`src/rtl/counter_pkg.sv`:
```
// rtl/counter_pkg.sv - shared state encodings and default sizing for the counter sequencer
package counter_pkg;

  localparam int DEF_PRESCALE = 4;
  localparam int DEF_WIDTH    = 4;

  typedef enum logic [1:0] {
    ST_IDLE = 2'd0,
    ST_RUN  = 2'd1,
    ST_HOLD = 2'd2,
    ST_DONE = 2'd3
  } state_t;

endpackage

```
`src/rtl/tick_gen.sv`:
```
// rtl/tick_gen.sv - prescaler producing a one-cycle count-enable strobe every PRESCALE enabled cycles
module tick_gen
  import counter_pkg::*;
#(
  parameter int PRESCALE = DEF_PRESCALE
) (
  input  logic clk,
  input  logic rs,
  input  logic en,
  input  logic clr,
  output logic tick
);

  localparam int CW = (PRESCALE > 1) ? $clog2(PRESCALE) : 1;
  localparam logic [CW-1:0] LAST = CW'(PRESCALE - 1);

  logic [CW-1:0] cnt;

  // Strobe is combinational so the sequencer can act on the wrapping cycle and register its own outputs.
  assign tick = en && (cnt == LAST);

  // Phase counter: cleared on request, frozen while disabled, wraps after the last phase.
  always_ff @(posedge clk or negedge rs) begin
    if (!rs) begin
      cnt <= '0;
    end else if (clr) begin
      cnt <= '0;
    end else if (en) begin
      cnt <= tick ? '0 : cnt + 1'b1;
    end
  end

endmodule

```
`src/rtl/counter_sequencer.sv`:
```
// rtl/counter_sequencer.sv - prescaled up-counter with one-shot/auto-reload runs, pause and abort
module counter_sequencer
  import counter_pkg::*;
#(
  parameter int PRESCALE = DEF_PRESCALE,
  parameter int WIDTH    = DEF_WIDTH
) (
  input  logic             clk,
  input  logic             rs,
  input  logic             start,
  input  logic             stop,
  input  logic             pause,
  input  logic             mode,
  input  logic [WIDTH-1:0] limit,
  output logic [WIDTH-1:0] q,
  output logic             tick,
  output logic             busy,
  output logic             done,
  output logic [1:0]       state
);

  state_t           state_q, state_d;
  logic [WIDTH-1:0] q_q, q_d;
  logic [WIDTH-1:0] limit_q, limit_d;
  logic             mode_q, mode_d;
  logic             tick_q, tick_d;
  logic             done_q, done_d;
  logic             idle_like, go, tg_en, tg_clr, wrap;

  // Command decode: stop beats pause, pause beats start; the prescaler only runs in RUN with no command.
  assign idle_like = (state_q == ST_IDLE) || (state_q == ST_DONE);
  assign go        = idle_like && start && !pause && !stop;
  assign tg_en     = (state_q == ST_RUN) && !pause && !stop;
  assign tg_clr    = stop || go;

  tick_gen #(
    .PRESCALE(PRESCALE)
  ) u_tick_gen (
    .clk  (clk),
    .rs   (rs),
    .en   (tg_en),
    .clr  (tg_clr),
    .tick (wrap)
  );

  // Next-state and datapath decisions for the run/hold/done sequencer.
  always_comb begin
    state_d = state_q;
    q_d     = q_q;
    limit_d = limit_q;
    mode_d  = mode_q;
    tick_d  = 1'b0;
    done_d  = 1'b0;
    if (stop) begin
      state_d = ST_IDLE;
      q_d     = '0;
    end else begin
      case (state_q)
        ST_IDLE, ST_DONE: begin
          if (go) begin
            state_d = ST_RUN;
            q_d     = '0;
            limit_d = limit;
            mode_d  = mode;
          end
        end
        ST_RUN: begin
          if (pause) begin
            state_d = ST_HOLD;
          end else if (wrap) begin
            tick_d = 1'b1;
            if (q_q == limit_q) begin
              done_d = 1'b1;
              if (mode_q) begin
                q_d = '0;
              end else begin
                state_d = ST_DONE;
              end
            end else begin
              q_d = q_q + 1'b1;
            end
          end
        end
        ST_HOLD: begin
          if (!pause) begin
            state_d = ST_RUN;
          end
        end
        default: state_d = ST_IDLE;
      endcase
    end
  end

  // State, count, captured run settings and registered strobes.
  always_ff @(posedge clk or negedge rs) begin
    if (!rs) begin
      state_q <= ST_IDLE;
      q_q     <= '0;
      limit_q <= '0;
      mode_q  <= 1'b0;
      tick_q  <= 1'b0;
      done_q  <= 1'b0;
    end else begin
      state_q <= state_d;
      q_q     <= q_d;
      limit_q <= limit_d;
      mode_q  <= mode_d;
      tick_q  <= tick_d;
      done_q  <= done_d;
    end
  end

  assign q     = q_q;
  assign tick  = tick_q;
  assign done  = done_q;
  assign busy  = (state_q == ST_RUN) || (state_q == ST_HOLD);
  assign state = state_q;

endmodule
```
`config.mk`:
```
export PLATFORM = sky130hd
export DESIGN_NAME = counter_sequencer
export DESIGN_NICKNAME = d
export VERILOG_FILES = /design/src/rtl/counter_pkg.sv /design/src/rtl/tick_gen.sv /design/src/rtl/counter_sequencer.sv
export SDC_FILE = /design/constraint.sdc
export NUM_CORES = 1
export LEC_CHECK = 0
export BUFFER_PORTS_ARGS = -buffer_cell sky130_fd_sc_hd__buf_2
export CAP_MARGIN = 40
export CORE_MARGIN = 8
export CORE_UTILIZATION = 45
export CTS_BUF_LIST = sky130_fd_sc_hd__clkbuf_8 sky130_fd_sc_hd__clkbuf_16
export CTS_CLUSTER_SIZE = 16
export DETAILED_ROUTE_END_ITERATION = 8
export HOLD_SLACK_MARGIN = 0.12
export PLACE_DENSITY = 0.68
export SKIP_CTS_REPAIR_TIMING = 1
export SLEW_MARGIN = 20
export SYNTH_ARGS = -nofsm -noshare
export SYNTH_HDL_FRONTEND = slang
export SYNTH_HIERARCHICAL = 1
export SYNTH_SLANG_ARGS = --single-unit
```
`constraint.sdc`:
```
create_clock -name clk -period 2.45 [get_ports clk]
set_input_delay 0.49 -clock clk [delete_from_list [all_inputs] [get_ports clk]]
set_output_delay 0.49 -clock clk [all_outputs]
set_load 0.1 [all_outputs]
```
==> flow_summary.yaml, run 1 <==
routing:
  ant_nets: 0
  route.detailed.drc: 0
  first_pass_iters: 4
  vias: 684
  drt-total-wl_um: 1770
  drt_iter0_drc: 6
  wl_per_cell_um: 13.7
  vias_per_cell: 5.30
cts:
  htreeDepth: 1
  clkSinkCount: 15
  clockRootBuffer: "clkbuf_8"
  cts_buffers: 3
  cts_tree: "yes"
  path_clk_slew_ns: 0.06
  clk-insertion-delay-late_ns: 0.24
  max-clock-path-buffers: 2
worst_setup_path:
  r2r_slack_ns: 0.31
  worstSetupEndpointType: "flip-flop"
  crit_required_ns: 2.58
  crit_type: "flip-flop to flip-flop"
  worstReg2RegStart: "state[1]"
  startpoint_type: "flip-flop"
  r2r-end: "q[3]"
  r2r_cells: 9
  critPathArrivalTime_ns: 2.27
  path_max_fanout: 6
logic_synthesis:
  synthAdderAreaFrac_pct: 5.67
  synthSimpleGateAreaFrac_pct: 19.1
  synthesis.nets: 94
  synth-compound-area-share_pct: 12.5
  syn_avg_cell_area_um2: 11.0
  synth_top_family_by_area: "simple AND/OR/NAND/NOR gates"
  ys_seq_area_share_pct: 42.5
  yosys-mux-area-fraction_pct: 11.3
  ys_ff_latch: 15
  syn_inst: 80
  synth_top_area_share_pct: 42.5
  yosysWarnings: 6
  synthTopCellsByArea: "dfrtp_1, mux2_1, ha_1, mux2i_1, nor2_1"
  yosysTopAreaCell: "dfrtp_1"
  synthXorXnorAreaFrac_pct: 4.82
  syn-cell-area_um2: 883
  yosysUniqueCellTypes: 35
grt:
  antenna_found_initial: 0
  overflow: 0
  grt_usage_pct: 11.3
  grt_pass1_vias: 728
  grt_pass1_wl_um: 3100
  grt_max_degree: 16
pwr:
  vdd_ir_drop_max_v: 0.000581
  p_sw_uw: 417
  pwr_density_cell_nw_per_um2: 921
  pwr-share-comb_pct: 44.0
  p_int_uw: 549
  p_leak_uw: 0.000497
  clockPowerShare_pct: 20.1
  seqPwrFrac_pct: 35.9
  swShare_pct: 43.2
timing:
  setup_slack_ns: 0.306
  rsz0062_at_grt: "false"
  min_period_ns: 2.14
  fin_crit_sh_pct: 87.5
  skew_ns: 0.00140
  finalHoldViolCount: 0
  setup_viol: 0
  max_freq_ghz: 0.466
  fin_tns_setup_ns: 0
  drv_slew: 0
  worstMarginPinSlew_ns: 0.493
  slew_headroom_pct: 67.3
floorplanning:
  dieWidth_um: 60.3
  core_area_um2: 1900
  num_rows: 16
  pin_count: 19
  initial_utilization_pct: 46.4
  design.die.area_um2: 3640
  die_h_um: 60.3
placed_design:
  dp_cells: 125
  hpwl_um: 1410
  io_buffer_count: 18
  detailedPlace.worstSlack_ns: 0.335
  finalWeightedCongestion: 0.777
final_layout:
  layout-drive-gt1-share_pct: 32.4
  nets: 117
  n_fill_cell: 181
  fin_util_pct: 55.1
  area_growth_pct: 18.7
  antennaDiodeCount: 0
  final_cells: 129
job:
  cap_viol_max_count: 0
min_path:
  min_path_type: "input pin to async pin"
status:
  status: "finished, final reports clean"
[stage by stage]
step | hold slack [ns] | area (um^2) | total power [uW]
after floorplan | 0.194 | 886 | 694
after global placement | 0.413 | 1000 | 764
after detailed placement | 0.413 | 1000 | 777
after CTS | 0.148 | 1050 | 977
after global routing | 0.166 | 1050 | 1020
final | 0.138 | 1050 | 966
[final cells by class]
type	instances	area, um^2	share of cell area, %
sequential	15	378	36.0
clock buffer	3	41.3	3.94
timing repair buffer	19	97.6	9.31
clock inverter	1	3.75	0.358
tap	27	33.8	3.22
inverter	6	22.5	2.15
multi-input combinational	58	472	45.0
[cell usage in the layout, fill, tap and decap left out, drive strengths merged]
cell type,count
buf,19
dfrtp,15
nor2,8
inv,7
mux2,5
ha,4
xnor2,4
mux2i,4
nand2b,3
clkbuf,3
nand3b,2
and2,2
a31oi,2
nand3,2
a211oi,2
nand4,2
and2b,2
o22ai,2
and4,1
and3,1
o21ai,1
nor3,1
o21a,1
a41oi,1
nor2b,1
nand2,1
a221o,1
o32a,1
or4,1
o211ai,1
or3b,1
a21oi,1
[synth_stat cells]
master	instances
o22ai_2	1
mux2i_1	3
dfrtp_1	15
and3_1	1
nand2_1	1
xnor2_1	3
nand3b_1	2
and2b_2	1
ha_1	4
nor2_1	8
and2_1	2
inv_1	6
a21oi_2	1
a211oi_1	2
o21ai_0	1
or3b_1	1
o21a_1	1
nand3_1	2
nand4_1	2
o211ai_2	1
mux2_1	5
nand2b_1	3
o22ai_1	1
a31oi_1	2
nor2b_1	1
and2b_1	1
o32a_2	1
xnor2_2	1
or4_1	1
clkbuf_8	1
a221o_1	1
a41oi_1	1
mux2i_2	1
nor3_2	1
and4_4	1
[worst max-delay path: stages, from the launching register on]
cell and delay, ns:
dfrtp_2 0.43, inv_1 0.07, ha_1 0.27, nand2b_1 0.16, nor2_1 0.14, and2_1 0.19
mux2i_1 0.10, nor3_2 0.26, nor2_1 0.07, a221o_1 0.35
[per-layer routing]
metal  routed length, um  global-route usage, %  vias up
li1                    -                      -      330
met1                 747                   12.8      330
met2                 854                   18.6       20
met3                 138                   3.66        4
met4                  25                   5.10        0
met5                   0                      0        -
[cell families (layout without fill, tap and decap cells)]
kind of cell             after synthesis  count (layout)
flip-flops                            15              15
multiplexers                           9               9
AND/OR/NAND/NOR                       28              28
AO/OA/AOI/OAI                         13              13
adder cells (fa/ha/maj)                4               4
buffers and inverters                  7              29
XOR/XNOR                               4               4
[flip-flops by register name, indices dropped and copies added, names as in the netlist]
signal,flops
state,2
limit_q,4
q,4
u_tick_gen/cnt,2
mode_q,1
tick,1
done,1
[how the worst max path moves through the flow]
stage          slack [ns]  endpoint  startpoint  depth (start not counted)
6_report             0.31      q[3]    state[1]                          9
5_1_grt              0.13      q[3]    state[1]                          9
4_1_cts              0.31      q[3]    state[1]                          9
3_5_place_dp         0.34      q[3]    state[1]                          9
3_3_place_gp         0.46      q[3]        stop                          8
2_1_floorplan        0.12      q[3]    state[0]                          8
[power by group through the flow]
stage | registers, uW | clock network, uW | logic, uW
after floorplan | 418 | 0 | 276
after global placement | 352 | 0 | 412
after detailed placement | 354 | 0 | 423
after CTS | 349 | 200 | 427
after global routing | 357 | 208 | 458
final | 347 | 194 | 425
(Power assumes the default switching activity.)
==> run 2, diff against run 1 <==
==> constraint.sdc (replaced) <==
create_clock -name clk -period 2.45 [get_ports clk]
set_input_delay 0.245 -clock clk [delete_from_list [all_inputs] [get_ports clk]]
set_output_delay 0.245 -clock clk [all_outputs]
set_load 0.1 [all_outputs]
==> run 2 against run 1 <==
Net effect: largest cell class unchanged; cell area rose by 0.95%; critical path depth did not move; sequential share of layout area fell by 0.34 points; wire length rose by 6.7%; via count fell by 1.6%; clock skew rose by 0.0017 ns; worst setup slack got worse by 0.0091 ns; clock-buffer cell count did not move; register-to-register slack barely moved; global-route usage rose by 0.15 points; power rose by 0.33%; non-clock buffer count rose by 1.
==> flow_summary.yaml, run 2 (synthesized netlist as in run 1, its figures left out) <==
status:
  status: "finished, final reports clean"
pwr:
  vdd_ir_drop_max_v: 0.000596
  p_leak_uw: 0.000501
  pwr_density_cell_nw_per_um2: 916
worst_setup_path:
  crit_type: "flip-flop to flip-flop"
  crit_required_ns: 2.58
  path_cells: "inv_1, ha_1, nand2b_1, nor2_1, and2_1, mux2i_1, nor3_2, nor2_1, a221o_1"
  slowest_delay_ns: 0.43
  worstSetupEndpointType: "flip-flop"
  slowest_stage: "dfrtp_2"
  path_max_fanout: 6
  startpoint_type: "flip-flop"
  critPathArrivalTime_ns: 2.28
  cp_common_cell: "nor2_1"
routing:
  ant_nets: 0
  route.detailed.drc: 0
  wl_per_cell_um: 14.5
  vias_per_cell: 5.18
  drt_iter0_drc: 5
  drt-total-wl_um: 1880
  vias: 673
  first_pass_iters: 4
final_layout:
  n_fill_cell: 182
  final_common_cell: "buf_2"
  antennaDiodeCount: 0
  layout_common_cells: "buf_2, dfrtp_1, nor2_1, inv_1, mux2_1"
  layout-drive-gt1-share_pct: 32.0
  final_cells: 130
  nets: 118
  area_growth_pct: 19.8
floorplanning:
  pin_count: 19
  core_area_um2: 1900
  die_h_um: 60.3
  dieWidth_um: 60.3
  num_rows: 16
  design.die.area_um2: 3640
  initial_utilization_pct: 46.4
placed_design:
  hpwl_um: 1490
  dp_cells: 125
  finalWeightedCongestion: 0.760
  io_buffer_count: 18
timing:
  max_freq_ghz: 0.464
  min_period_ns: 2.15
  rsz0062_at_grt: "false"
  fin_tns_setup_ns: 0
  finalHoldViolCount: 0
  worstMarginPinSlew_ns: 0.489
  setup_viol: 0
  skew_ns: 0.00310
  drv_slew: 0
  fin_crit_sh_pct: 87.9
  slew_headroom_pct: 67.6
  hold_ws_ns: 0.212
min_path:
  min_path_type: "input pin to flip-flop"
grt:
  overflow: 0
  grt_pass1_wl_um: 3120
  grt_usage_pct: 11.4
  grt_pass1_vias: 731
  grt_max_degree: 16
  antenna_found_initial: 0
cts:
  cts_tree: "yes"
  htreeDepth: 1
  path_clk_slew_ns: 0.06
  clockRootBuffer: "clkbuf_8"
  clk-insertion-delay-late_ns: 0.24
  cts_buffers: 3
  clkSinkCount: 15
  max-clock-path-buffers: 2
job:
  cap_viol_max_count: 0
run 2: changes by cell type in the layout (fill, tap and decap cells not counted), sizes merged:
cell / delta
dlygate4sd3: +1
run 2: cell type report:
class                      instances  area, um^2  area share (%)
multi-input combinational         58         472            44.6
sequential                        15         378            35.7
timing repair buffer              20         108            10.2
clock buffer                       3        41.3            3.90
tap                               27        33.8            3.19
inverter                           6        22.5            2.13
clock inverter                     1        3.75           0.355
run 2: path summary, 6_finish.rpt:
kind | from | endpoint | slack, ns | cells after the start
max | state[1] | q[3] | 0.30 | 9
min | limit[0] | limit_q[0] | 0.21 | 2
max reg2reg | state[1] | q[3] | 0.30 | 9
min reg2reg | limit_q[0] | limit_q[0] | 0.51 | 1
max in group asynchronous | rs | state[1] | 1.75 | 2
min in group asynchronous | rs | q[3] | 0.43 | 2
run 2: critical path, delay by kind of cell (launching register included):
kind	cells	cell delay (ns)
and+or+nand+nor	5	0.83
DFF	1	0.43
AOI/OAI and AO/OA	1	0.34
adders and majority gates	1	0.26
muxes	1	0.10
buffers and inverters	1	0.07
run 2: metal layers:
metal	GRT usage (%)	vias up	routed length [um]
met5	0	-	0
met2	18.8	16	900
met3	3.01	2	85
met1	12.8	317	884
met4	7.14	0	13
li1	-	338	-
run 2: metrics by stage:
stage	util [%]	setup slack [ns]	total power, uW	cell area (um^2)
floorplan	-	0.120	694	886
global placement	52.8	0.474	762	1000
detailed placement	52.8	0.347	782	1000
CTS	55.1	0.335	979	1050
global route	55.7	0.158	1020	1060
finish	55.7	0.297	969	1060
run 2: where the power goes:
group	total (uW)	internal, uW	switching [uW]
Combinational	427	138	290
Clock	194	111	83.3
Sequential	348	301	46.5
Total	969	550	419
==> run 3, diff against run 2 <==
Settings changed: CAP_MARGIN 40 to 20, REMOVE_ABC_BUFFERS set to 1.
==> run 3 against run 2 <==
Net effect: critical path depth unchanged; via count increased by 2.8%; die area unchanged; sequential power about the same; maximum frequency increased by 1.6%; clock power about the same; non-clock buffer count unchanged; power about the same; hold slack got worse by 0.0034 ns; critical endpoint unchanged; largest cell class unchanged.
==> flow_summary.yaml, run 3 (synthesized netlist as in run 1, its figures left out) <==
status:
  status: "finished, final reports clean"
final_layout:
  final_cells: 130
  seqCellArea_um2: 375
  area_growth_pct: 19.5
  nets: 118
  multiInputGateArea_um2: 472
  final_common_cell: "buf_2"
  antennaDiodeCount: 0
  n_fill_cell: 178
  layout_common_cells: "buf_2, dfrtp_1, nor2_1, inv_1, mux2_1"
  layout-drive-gt1-share_pct: 30.1
routing:
  vias_per_cell: 5.32
  first_pass_iters: 4
  drt_iter0_drc: 25
  wl_per_cell_um: 13.7
  vias: 692
  ant_nets: 0
  route.detailed.drc: 0
  drt-total-wl_um: 1780
pwr:
  pwr_density_cell_nw_per_um2: 917
  vdd_ir_drop_max_v: 0.000461
  power_uw: 969
  p_leak_uw: 0.000504
timing:
  fin_crit_sh_pct: 86.5
  slew_headroom_pct: 67.6
  min_period_ns: 2.12
  max_freq_ghz: 0.472
  worstMarginPinSlew_ns: 0.489
  setup_viol: 0
  finalHoldViolCount: 0
  rsz0062_at_grt: "false"
  skew_ns: 0.00624
  drv_slew: 0
floorplanning:
  num_rows: 16
  die_h_um: 60.3
  pin_count: 19
  initial_utilization_pct: 46.4
  design.die.area_um2: 3640
  dieWidth_um: 60.3
  core_area_um2: 1900
worst_setup_path:
  path_max_fanout: 6
  crit_type: "flip-flop to flip-flop"
  worstSetupEndpointType: "flip-flop"
  crit_required_ns: 2.58
  critPathArrivalTime_ns: 2.25
  startpoint_type: "flip-flop"
placed_design:
  hpwl_um: 1400
  io_buffer_count: 18
  finalWeightedCongestion: 0.716
  dp_cells: 125
cts:
  max-clock-path-buffers: 2
  cts_buffers: 3
  cts_tree: "yes"
  path_clk_slew_ns: 0.06
  clk-insertion-delay-late_ns: 0.25
  clkSinkCount: 15
  clockRootBuffer: "clkbuf_8"
  htreeDepth: 1
job:
  cap_viol_max_count: 0
grt:
  overflow: 0
  antenna_found_initial: 0
  grt_usage_pct: 11.0
  grt_max_degree: 16
  grt_pass1_vias: 694
  grt_pass1_wl_um: 2970
min_path:
  min_path_type: "input pin to flip-flop"
==> run 3: power breakdown <==
part           internal, uW  switching [uW]  leakage, uW  total [uW]
logic                   138             289     0.000280         427
registers               300            46.9     0.000197         347
clock network           111            84.1    0.0000269         195
total                   549             420     0.000504         969
==> run 3: final timing paths <==
kind	startpoint	to	slack, ns	depth (start not counted)
max	state[1]	q[3]	0.33	9
min	limit[1]	limit_q[1]	0.21	2
max reg2reg	state[1]	q[3]	0.33	9
min reg2reg	limit_q[2]	limit_q[2]	0.50	1
max in group asynchronous	rs	u_tick_gen/cnt[0]	1.77	2
min in group asynchronous	rs	q[1]	0.43	2
==> run 3: critical path: stages (launching register included) <==
cell and delay (ns):
dfrtp_1 0.42, inv_1 0.08, ha_1 0.27, nand2b_1 0.15
nor2_1 0.13, and2_1 0.18, mux2i_1 0.10, nor3_2 0.26
nor2_1 0.07, a221o_1 0.35
==> run 3: metal layers <==
metal	global-route usage, %	up-vias	share of wire (%)
met5	0	-	0
met4	8.16	0	2.9
met3	2.15	5	4.6
met2	18.6	19	47
met1	11.7	332	45
li1	-	336	-
==> run 3: metrics by stage <==
step	worst slack [ns]	cell area [um^2]	utilization [%]	TNS, ns	hold WS (ns)
2_1_floorplan	-0.183	870	-	-0.520	-0.0506
3_3_place_gp	0.483	1000	52.6	0	0.168
3_5_place_dp	0.337	1000	52.6	0	0.165
4_1_cts	0.333	1050	55.0	0	-0.105
5_1_grt	0.196	1060	55.5	0	0.216
6_report	0.331	1060	55.5	0	0.209
==> run 3: cell type report <==
| cell class | instances | share of cell area [%] |
|---|---|---|
| clock buffer | 3 | 3.91 |
| clock inverter | 1 | 0.355 |
| inverter | 6 | 2.13 |
| multi-input combinational | 58 | 44.7 |
| sequential | 15 | 35.5 |
| tap | 27 | 3.20 |
| timing repair buffer | 20 | 10.2 |
